--- src/rtl/alu_pkg.sv ---
// rtl/alu_pkg.sv - shared encodings for the sequential chunked add/subtract ALU
package alu_pkg;

    localparam logic OP_ADD = 1'b0;
    localparam logic OP_SUB = 1'b1;

    typedef enum logic [1:0] {
        ST_IDLE = 2'd0,
        ST_CALC = 2'd1,
        ST_DONE = 2'd2
    } state_t;

    localparam int FLAG_N = 3;
    localparam int FLAG_Z = 2;
    localparam int FLAG_C = 1;
    localparam int FLAG_V = 0;

endpackage

--- src/rtl/alu_cla_chunk.sv ---
// rtl/alu_cla_chunk.sv - combinational carry-lookahead adder for one CHUNK-bit slice
module alu_cla_chunk #(
    parameter int CHUNK = 4
) (
    input  logic [CHUNK-1:0] a,
    input  logic [CHUNK-1:0] b,
    input  logic             cin,
    output logic [CHUNK-1:0] sum,
    output logic             cout,
    output logic             c_msb_in
);

    logic [CHUNK-1:0] g;
    logic [CHUNK-1:0] p;
    logic [CHUNK:0]   carry;
    logic             acc;
    logic             prod;

    assign g = a & b;
    assign p = a ^ b;

    // Each carry is the flat sum-of-products of generate/propagate terms, not a ripple chain.
    always_comb begin
        carry    = '0;
        carry[0] = cin;
        acc      = 1'b0;
        prod     = 1'b0;
        for (int i = 0; i < CHUNK; i++) begin
            acc  = g[i];
            prod = p[i];
            for (int j = i - 1; j >= 0; j--) begin
                acc  = acc | (prod & g[j]);
                prod = prod & p[j];
            end
            acc        = acc | (prod & cin);
            carry[i+1] = acc;
        end
    end

    assign sum      = p ^ carry[CHUNK-1:0];
    assign cout     = carry[CHUNK];
    assign c_msb_in = carry[CHUNK-1];

endmodule

--- src/rtl/alu_addsub_seq.sv ---
// rtl/alu_addsub_seq.sv - multi-cycle add/subtract resolving CHUNK bits per cycle
module alu_addsub_seq
    import alu_pkg::*;
#(
    parameter int WIDTH = 16,
    parameter int CHUNK = 4
) (
    input  logic             clk,
    input  logic             reset,
    input  logic             start,
    input  logic             op,
    input  logic [WIDTH-1:0] a,
    input  logic [WIDTH-1:0] b,
    output logic [WIDTH-1:0] result,
    output logic [3:0]       flags,
    output logic             busy,
    output logic             done
);

    localparam int NCH = WIDTH / CHUNK;
    localparam int CW  = (NCH > 1) ? $clog2(NCH) : 1;
    localparam logic [CW-1:0] K_LAST = CW'(NCH - 1);

    state_t           state;
    state_t           state_next;
    logic [CW-1:0]    k;
    logic [WIDTH-1:0] a_reg;
    logic [WIDTH-1:0] b_reg;
    logic [WIDTH-1:0] sum_reg;
    logic [WIDTH-1:0] sum_next;
    logic             carry_reg;
    logic [CHUNK-1:0] chunk_sum;
    logic             chunk_cout;
    logic             chunk_c_msb;
    logic [3:0]       flags_next;
    logic             last_chunk;

    assign last_chunk = (k == K_LAST);
    assign busy       = (state != ST_IDLE);

    always_ff @(posedge clk) begin
        if (reset) begin
            state <= ST_IDLE;
        end else begin
            state <= state_next;
        end
    end

    always_comb begin
        state_next = state;
        case (state)
            ST_IDLE: if (start) state_next = ST_CALC;
            ST_CALC: if (last_chunk) state_next = ST_DONE;
            ST_DONE: state_next = ST_IDLE;
            default: state_next = ST_IDLE;
        endcase
    end

    alu_cla_chunk #(
        .CHUNK(CHUNK)
    ) u_chunk (
        .a       (a_reg[int'(k)*CHUNK +: CHUNK]),
        .b       (b_reg[int'(k)*CHUNK +: CHUNK]),
        .cin     (carry_reg),
        .sum     (chunk_sum),
        .cout    (chunk_cout),
        .c_msb_in(chunk_c_msb)
    );

    // The final chunk holds the MSB, so its internal carries give C and V directly.
    always_comb begin
        sum_next                        = sum_reg;
        sum_next[int'(k)*CHUNK +: CHUNK] = chunk_sum;
        flags_next                      = '0;
        flags_next[FLAG_N]              = sum_next[WIDTH-1];
        flags_next[FLAG_Z]              = (sum_next == '0);
        flags_next[FLAG_C]              = chunk_cout;
        flags_next[FLAG_V]              = chunk_c_msb ^ chunk_cout;
    end

    always_ff @(posedge clk) begin
        if (reset) begin
            k         <= '0;
            a_reg     <= '0;
            b_reg     <= '0;
            sum_reg   <= '0;
            carry_reg <= 1'b0;
            result    <= '0;
            flags     <= '0;
            done      <= 1'b0;
        end else begin
            done <= 1'b0;
            case (state)
                ST_IDLE: begin
                    if (start) begin
                        a_reg     <= a;
                        b_reg     <= (op == OP_SUB) ? ~b : b;
                        carry_reg <= op;
                        sum_reg   <= '0;
                        k         <= '0;
                    end
                end
                ST_CALC: begin
                    sum_reg   <= sum_next;
                    carry_reg <= chunk_cout;
                    if (last_chunk) begin
                        k      <= '0;
                        result <= sum_next;
                        flags  <= flags_next;
                        done   <= 1'b1;
                    end else begin
                        k <= k + 1'b1;
                    end
                end
                default: ;
            endcase
        end
    end

endmodule
--- config.mk ---
export PLATFORM = sky130hd
export DESIGN_NAME = alu_addsub_seq
export DESIGN_NICKNAME = d
export VERILOG_FILES = /design/src/rtl/alu_pkg.sv /design/src/rtl/alu_cla_chunk.sv /design/src/rtl/alu_addsub_seq.sv
export SDC_FILE = /design/constraint.sdc
export NUM_CORES = 1
export LEC_CHECK = 0
export ABC_AREA = 1
export CAP_MARGIN = 20
export CORE_MARGIN = 2
export CORE_UTILIZATION = 50
export CTS_CLUSTER_SIZE = 14
export DETAILED_ROUTE_END_ITERATION = 10
export MAX_ROUTING_LAYER = met4
export PLACE_DENSITY = 0.76
export REMOVE_ABC_BUFFERS = 1
export SETUP_SLACK_MARGIN = 0.5
export SLEW_MARGIN = 20
export SYNTH_ARGS = -nofsm -noshare
export SYNTH_HDL_FRONTEND = slang
export SYNTH_SLANG_ARGS = --single-unit
--- constraint.sdc ---
create_clock -name clk -period 5.2 [get_ports clk]
set_clock_uncertainty 0.2 [all_clocks]
set_input_delay 1.04 -clock clk [delete_from_list [all_inputs] [get_ports clk]]
set_output_delay 1.04 -clock clk [all_outputs]
set_load 0.005 [all_outputs]
==> flow_summary.ini, run 1 <==
[power_and_ir_drop]
p_clk_share_pct = 33.8
p_comb_share_pct = 20.6
power_density_nw_per_um2 = 307
p_sw_uw = 384
switching_share_pct = 29.1
intPower_uw = 935
power.leakage_nw = 1.74
ir_drop_mv = 0.129
seqPwrFrac_pct = 45.5
power_mw = 1.32

[placed_design]
dp_hpwl_um = 5450
pre_cts_ws_ps = 1900
portBuffers = 57
dp_cells = 616
place_area_sq_um = 4110
place.gp.congestion = 0.914

[yosys]
synth_cell_types = 28
synth_top_area_share_pct = 41.6
synth-simple-area-share_pct = 26.6
netlist_instances = 486
synth_seq_area_share_pct = 41.6
synth_mux_area_share_pct = 0
avgSynthCellArea_sq_um = 7.23
synthAdderAreaFrac_pct = 4.49
synth.area.top_cells = dfxtp_1 (42%), nor2_1 (10%), nand2_1 (9.7%)
ys_warn_count = 0
yosys.area_share.xor_xnor_pct = 4.24
ys_seq_elements = 73
synth_top_family_by_area = simple AND/OR/NAND/NOR gates
synth_compound_area_share_pct = 16.2
yosysTopAreaCell = dfxtp_1
syn-cell-area_sq_um = 3510

[global_routing]
grt_pass1_vias = 3047
global_route.overflow_total = 0
grt_first_pass_wirelength_um = 13700
track_usage_pct = 23.3
grt_max_degree = 51
antenna_found_initial = 0

[sta]
rsz0062_at_grt = no
min_period_ps = 3240
tns_ps = 0
maxSlewViolCount = 0
slew_headroom_pct = 41.3
fmax_mhz = 308
setup_ws_ps = 1960
hold_viol_final = 0
holdWs_ps = 269
setup_viol = 0
fin_crit_sh_pct = 62.4
worst_pin_slew_ps = 878

[finish]
finalNonFillerCells = 631
fin_area_sq_um = 4300
fin_nets = 579
antenna_cells = 0
final_util_pct = 63.3
area_delta_synth_final_pct = 22.5
drive_gt1_share_pct = 4.86
fill_cells = 624

[clocking]
clkTransAtPathRegs_ps = 70
cts_root_buffer = clkbuf_8
clock-sinks = 73
htree_levels = 3
clk_latency_ps = 350
cts_tree = built
cts.path.max_buffers = 2
postCtsHoldBufs = 0
post_cts_buffers = 0
cts-resized-gates = 0
cts_made_buffers = 9

[hold_path]
hold_depth = 2
hp-class = register to register

[critical_path]
cp_slowest_cell = fa_1
startpoint_type = register
cp-end-kind = register
r2r_cells = 15
cp.depth = 15
cp.arrival_ps = 3330
cp_max_fo = 13
path_cells = inv_1, o21ai_0, o22ai_1, fa_1, inv_1, nor2_1, nand3_1, nand3_1, nor2_1, nand2_1, nor2_1, nand2_1, nor2_1, nand3_1, a21oi_1
cp.required_ps = 5280
cp_slowest_stage_delay_ps = 570
crit_top_cell = nor2_1
critPathTopFamily = simple AND/OR/NAND/NOR gates
cp.buffers_inverters = 2
worstSetupPathType = register to register

[die]
core_sq_um = 6790
die_y_um = 87.8
ios = 58
start_util_pct = 51.7
die_w_um = 87.8
fp.dieArea_sq_um = 7710
num_rows = 30

[status]
status = finished, final reports clean

[flow_run]
drv_cap = 0

[drt]
dr.pass1.iters = 5
drt-wirelength-per-cell_um = 12.4
wl_um = 7830
drc_errors = 0
ant_nets = 0
via_count = 3264
viasPerCell = 5.17
drt_iter0_drc = 252
final cells by class:
| type | count | area (sq um) | area share, % |
|---|---|---|---|
| Multi-Input combinational cell | 354 | 1810 | 42.1 |
| Clock buffer | 12 | 155 | 3.61 |
| Timing Repair Buffer | 59 | 586 | 13.6 |
| Inverter | 34 | 128 | 2.97 |
| Tap cell | 96 | 120 | 2.79 |
| Sequential cell | 73 | 1460 | 34.0 |
| Clock inverter | 3 | 40.0 | 0.931 |
worst min-delay path, delay by kind of cell (launching register included):
kind            cells  cell delay (ps)
simple gates        1               60
compound gates      1               50
flops               1              310
cell usage in the layout, fill, tap and decap left out, types with 2 or more instances in the layout:
cell type,synthesis,routed
buf_4,2,2
a2bb2oi_1,4,4
clkdlybuf4s50_1,0,57
clkbuf_8,0,11
dfxtp_1,73,73
nand2_1,91,91
ha_1,11,11
clkinv_2,0,2
a31oi_1,2,2
nand4_1,7,7
xnor2_1,17,17
a211oi_1,17,17
inv_2,4,4
a21oi_1,17,17
inv_1,30,30
nand3_1,29,29
o21ai_0,45,45
o22ai_1,8,8
nor2_1,96,96
nor2_4,2,2
layer usage:
layer | vias to the layer above | track usage (%) | wire, um
li1 | 1682 | - | -
met1 | 1484 | 29.9 | 3750
met2 | 86 | 36.4 | 3590
met3 | 12 | 3.96 | 344
met4 | 0 | 9.23 | 139
met5 | - | - | 0
cells in the mapped netlist:
library cell / number
a21oi_1: 17
nor2_4: 2
a2bb2oi_1: 4
nor2_1: 96
clkbuf_1: 14
nand4_1: 7
nor2_2: 1
nand2_2: 1
nand3_1: 29
ha_1: 11
a21boi_1: 1
o21ai_0: 45
inv_1: 30
fa_1: 1
o22ai_1: 8
xnor2_1: 17
a22oi_1: 1
a211oi_1: 17
inv_2: 4
nand3_2: 1
buf_1: 1
dfxtp_1: 73
a31oi_1: 2
buf_4: 2
o211ai_1: 1
nand2_1: 91
a21boi_2: 1
buf_2: 8
worst paths after layout:
check | from | end | slack, ps
min | flags[2] | flags[2] | 270
max | k[1] | flags[2] | 1960
min reg2reg | flags[2] | flags[2] | 270
max reg2reg | k[1] | flags[2] | 1960
logic make-up after synthesis:
family          after synthesis
simple gates                228
compound gates               97
flops                        73
buf+inv                      59
xor+xnor                     17
fa+ha+maj                    12
power by group through the flow:
| stage | combinational [mW] | clock, mW | sequential (mW) |
|---|---|---|---|
| 2_1_floorplan | 0.181 | 0 | 0.613 |
| 3_3_place_gp | 0.265 | 0 | 0.612 |
| 3_5_place_dp | 0.270 | 0 | 0.613 |
| 4_1_cts | 0.271 | 0.453 | 0.600 |
| 5_1_grt | 0.309 | 0.474 | 0.604 |
| 6_report | 0.272 | 0.446 | 0.601 |
Power figures use the tool's default switching activity.
==> inputs of run 2 (changes only) <==
--- a/config.mk
+++ b/config.mk
@@ -8,7 +8,7 @@
 export ABC_AREA = 1
 export CAP_MARGIN = 20
 export CORE_MARGIN = 2
-export CORE_UTILIZATION = 50
+export CORE_UTILIZATION = 48
 export CTS_CLUSTER_SIZE = 14
 export DETAILED_ROUTE_END_ITERATION = 10
 export MAX_ROUTING_LAYER = met4
==> constraint.sdc (replaced) <==
create_clock -name clk -period 2.6 [get_ports clk]
set_clock_uncertainty 0.2 [all_clocks]
set_input_delay 0.52 -clock clk [delete_from_list [all_inputs] [get_ports clk]]
set_output_delay 0.52 -clock clk [all_outputs]
set_load 0.005 [all_outputs]
==> run 2 against run 1 <==
Effect of this change:
- sequential share of layout area down 5.3 points
- maximum frequency up 29%
- sequential power up 100%
- first-iteration DRC count down 26%
- highest routed layer unchanged
- core utilization up 8.1 points
- cell area up 19%
- power up 140%
==> flow_summary.ini, run 2 (synthesized netlist as in run 1, its figures left out) <==
[critical_path]
cp_max_fo = 8
cp.required_ps = 2690
cp-end-kind = register
startpoint_type = register
cp.arrival_ps = 2610
worstSetupPathType = register to register

[die]
core_sq_um = 7180
die_y_um = 89.5
fp.dieArea_sq_um = 8020
die_w_um = 89.5
ios = 58
start_util_pct = 48.9
num_rows = 31

[drt]
dr.pass1.iters = 5
drt-wirelength-per-cell_um = 13.9
wl_um = 9440
via_count = 3552
viasPerCell = 5.22
drc_errors = 0
drt_iter0_drc = 187
ant_nets = 0

[power_and_ir_drop]
ir_drop_mv = 0.379
power_mw = 3.18
power_density_nw_per_um2 = 620
power.leakage_nw = 2.07

[finish]
layout_commonest_cell = nand2_1
final_cell_mix = nand2_1 (76), nor2_1 (75), dfxtp_1 (71), clkdlybuf4s50_1 (57), buf_4 (40)
fin_nets = 625
area_delta_synth_final_pct = 45.9
drive_gt1_share_pct = 26.2
antenna_cells = 0

[clocking]
cts_root_buffer = clkbuf_8
cts_tree = built
htree_levels = 3
postCtsHoldBufs = 0
clkTransAtPathRegs_ps = 80
cts_made_buffers = 9
cts.path.max_buffers = 2
clock-sinks = 73
clk_latency_ps = 360

[sta]
fmax_mhz = 397
rsz0062_at_grt = yes
slew_headroom_pct = 78.3
worst_pin_slew_ps = 326
maxSlewViolCount = 0
fin_crit_sh_pct = 96.9
hold_viol_final = 0
setup_ws_ps = 79.3
min_period_ps = 2520
holdWs_ps = 263
tns_ps = 0
setup_viol = 0

[placed_design]
dp_hpwl_um = 6220
portBuffers = 57
pre_cts_ws_ps = -58.7
place.gp.congestion = 0.938

[global_routing]
track_usage_pct = 24.3
global_route.overflow_total = 0
grt_first_pass_wirelength_um = 14600
antenna_found_initial = 0
grt_pass1_vias = 3325
grt_max_degree = 50

[status]
status = finished, final reports clean

[hold_path]
hp-class = register to register

[flow_run]
drv_cap = 0
==> run 2: worst paths after layout <==
path	startpoint	end	slack, ps	cells past startpoint
worst min-delay path	sum_reg[13]	sum_reg[13]	260	2
worst min register to register	sum_reg[13]	sum_reg[13]	260	2
worst max-delay path	k[0]	sum_reg[15]	80	13
worst max register to register	k[0]	sum_reg[15]	80	13
==> run 2: timing repair <==
item / 4_1_cts / 5_1_grt
setup endpoints to repair: 36 / 36
buffers inserted: 9 / 12
pin swaps: 25 / 35
gates resized for setup: 47 / 74
==> run 2: layout make-up <==
cell class,count,area (sq um)
Tap cell,99,124
Multi-Input combinational cell,354,2180
Sequential cell,73,1470
Timing Repair Buffer,105,982
Fill cell,562,2050
Clock buffer,10,138
Inverter,34,133
Clock inverter,5,104
==> run 2: worst max-delay path, cell delays in order, from the launching register on <==
cell and delay [ps]:
dfxtp_4 380, buf_8 140, o21ai_0 250, o22ai_2 180, ha_4 340, nand4_1 200
nand2_2 150, nand2_2 60, nand2_2 70, nand4_1 90, nand2_1 120, buf_4 120
nand2_1 40, a21oi_1 110
==> run 2: stage by stage <==
| stage | std cells | area, sq um | util (%) |
|---|---|---|---|
| finish | 680 | 5120 | 71.4 |
| global route | 680 | 5120 | 71.4 |
| CTS | 668 | 4770 | 66.5 |
| detailed placement | 644 | 4320 | 60.2 |
| floorplan | 461 | 3400 | - |
| global placement | 644 | 4320 | 60.2 |
==> run 2: routing by layer <==
metal  global-route usage, %  part of all wire [%]
met1                    27.0                    41
met5                       -                     0
met4                    15.2                   3.9
met2                    40.4                    51
met3                    3.88                   4.4
==> run 2: power breakdown <==
part / switching [mW] / internal (mW) / total (mW)
registers: 0.0423 / 1.17 / 1.21
logic: 0.474 / 0.407 / 0.881
clock network: 0.423 / 0.658 / 1.08
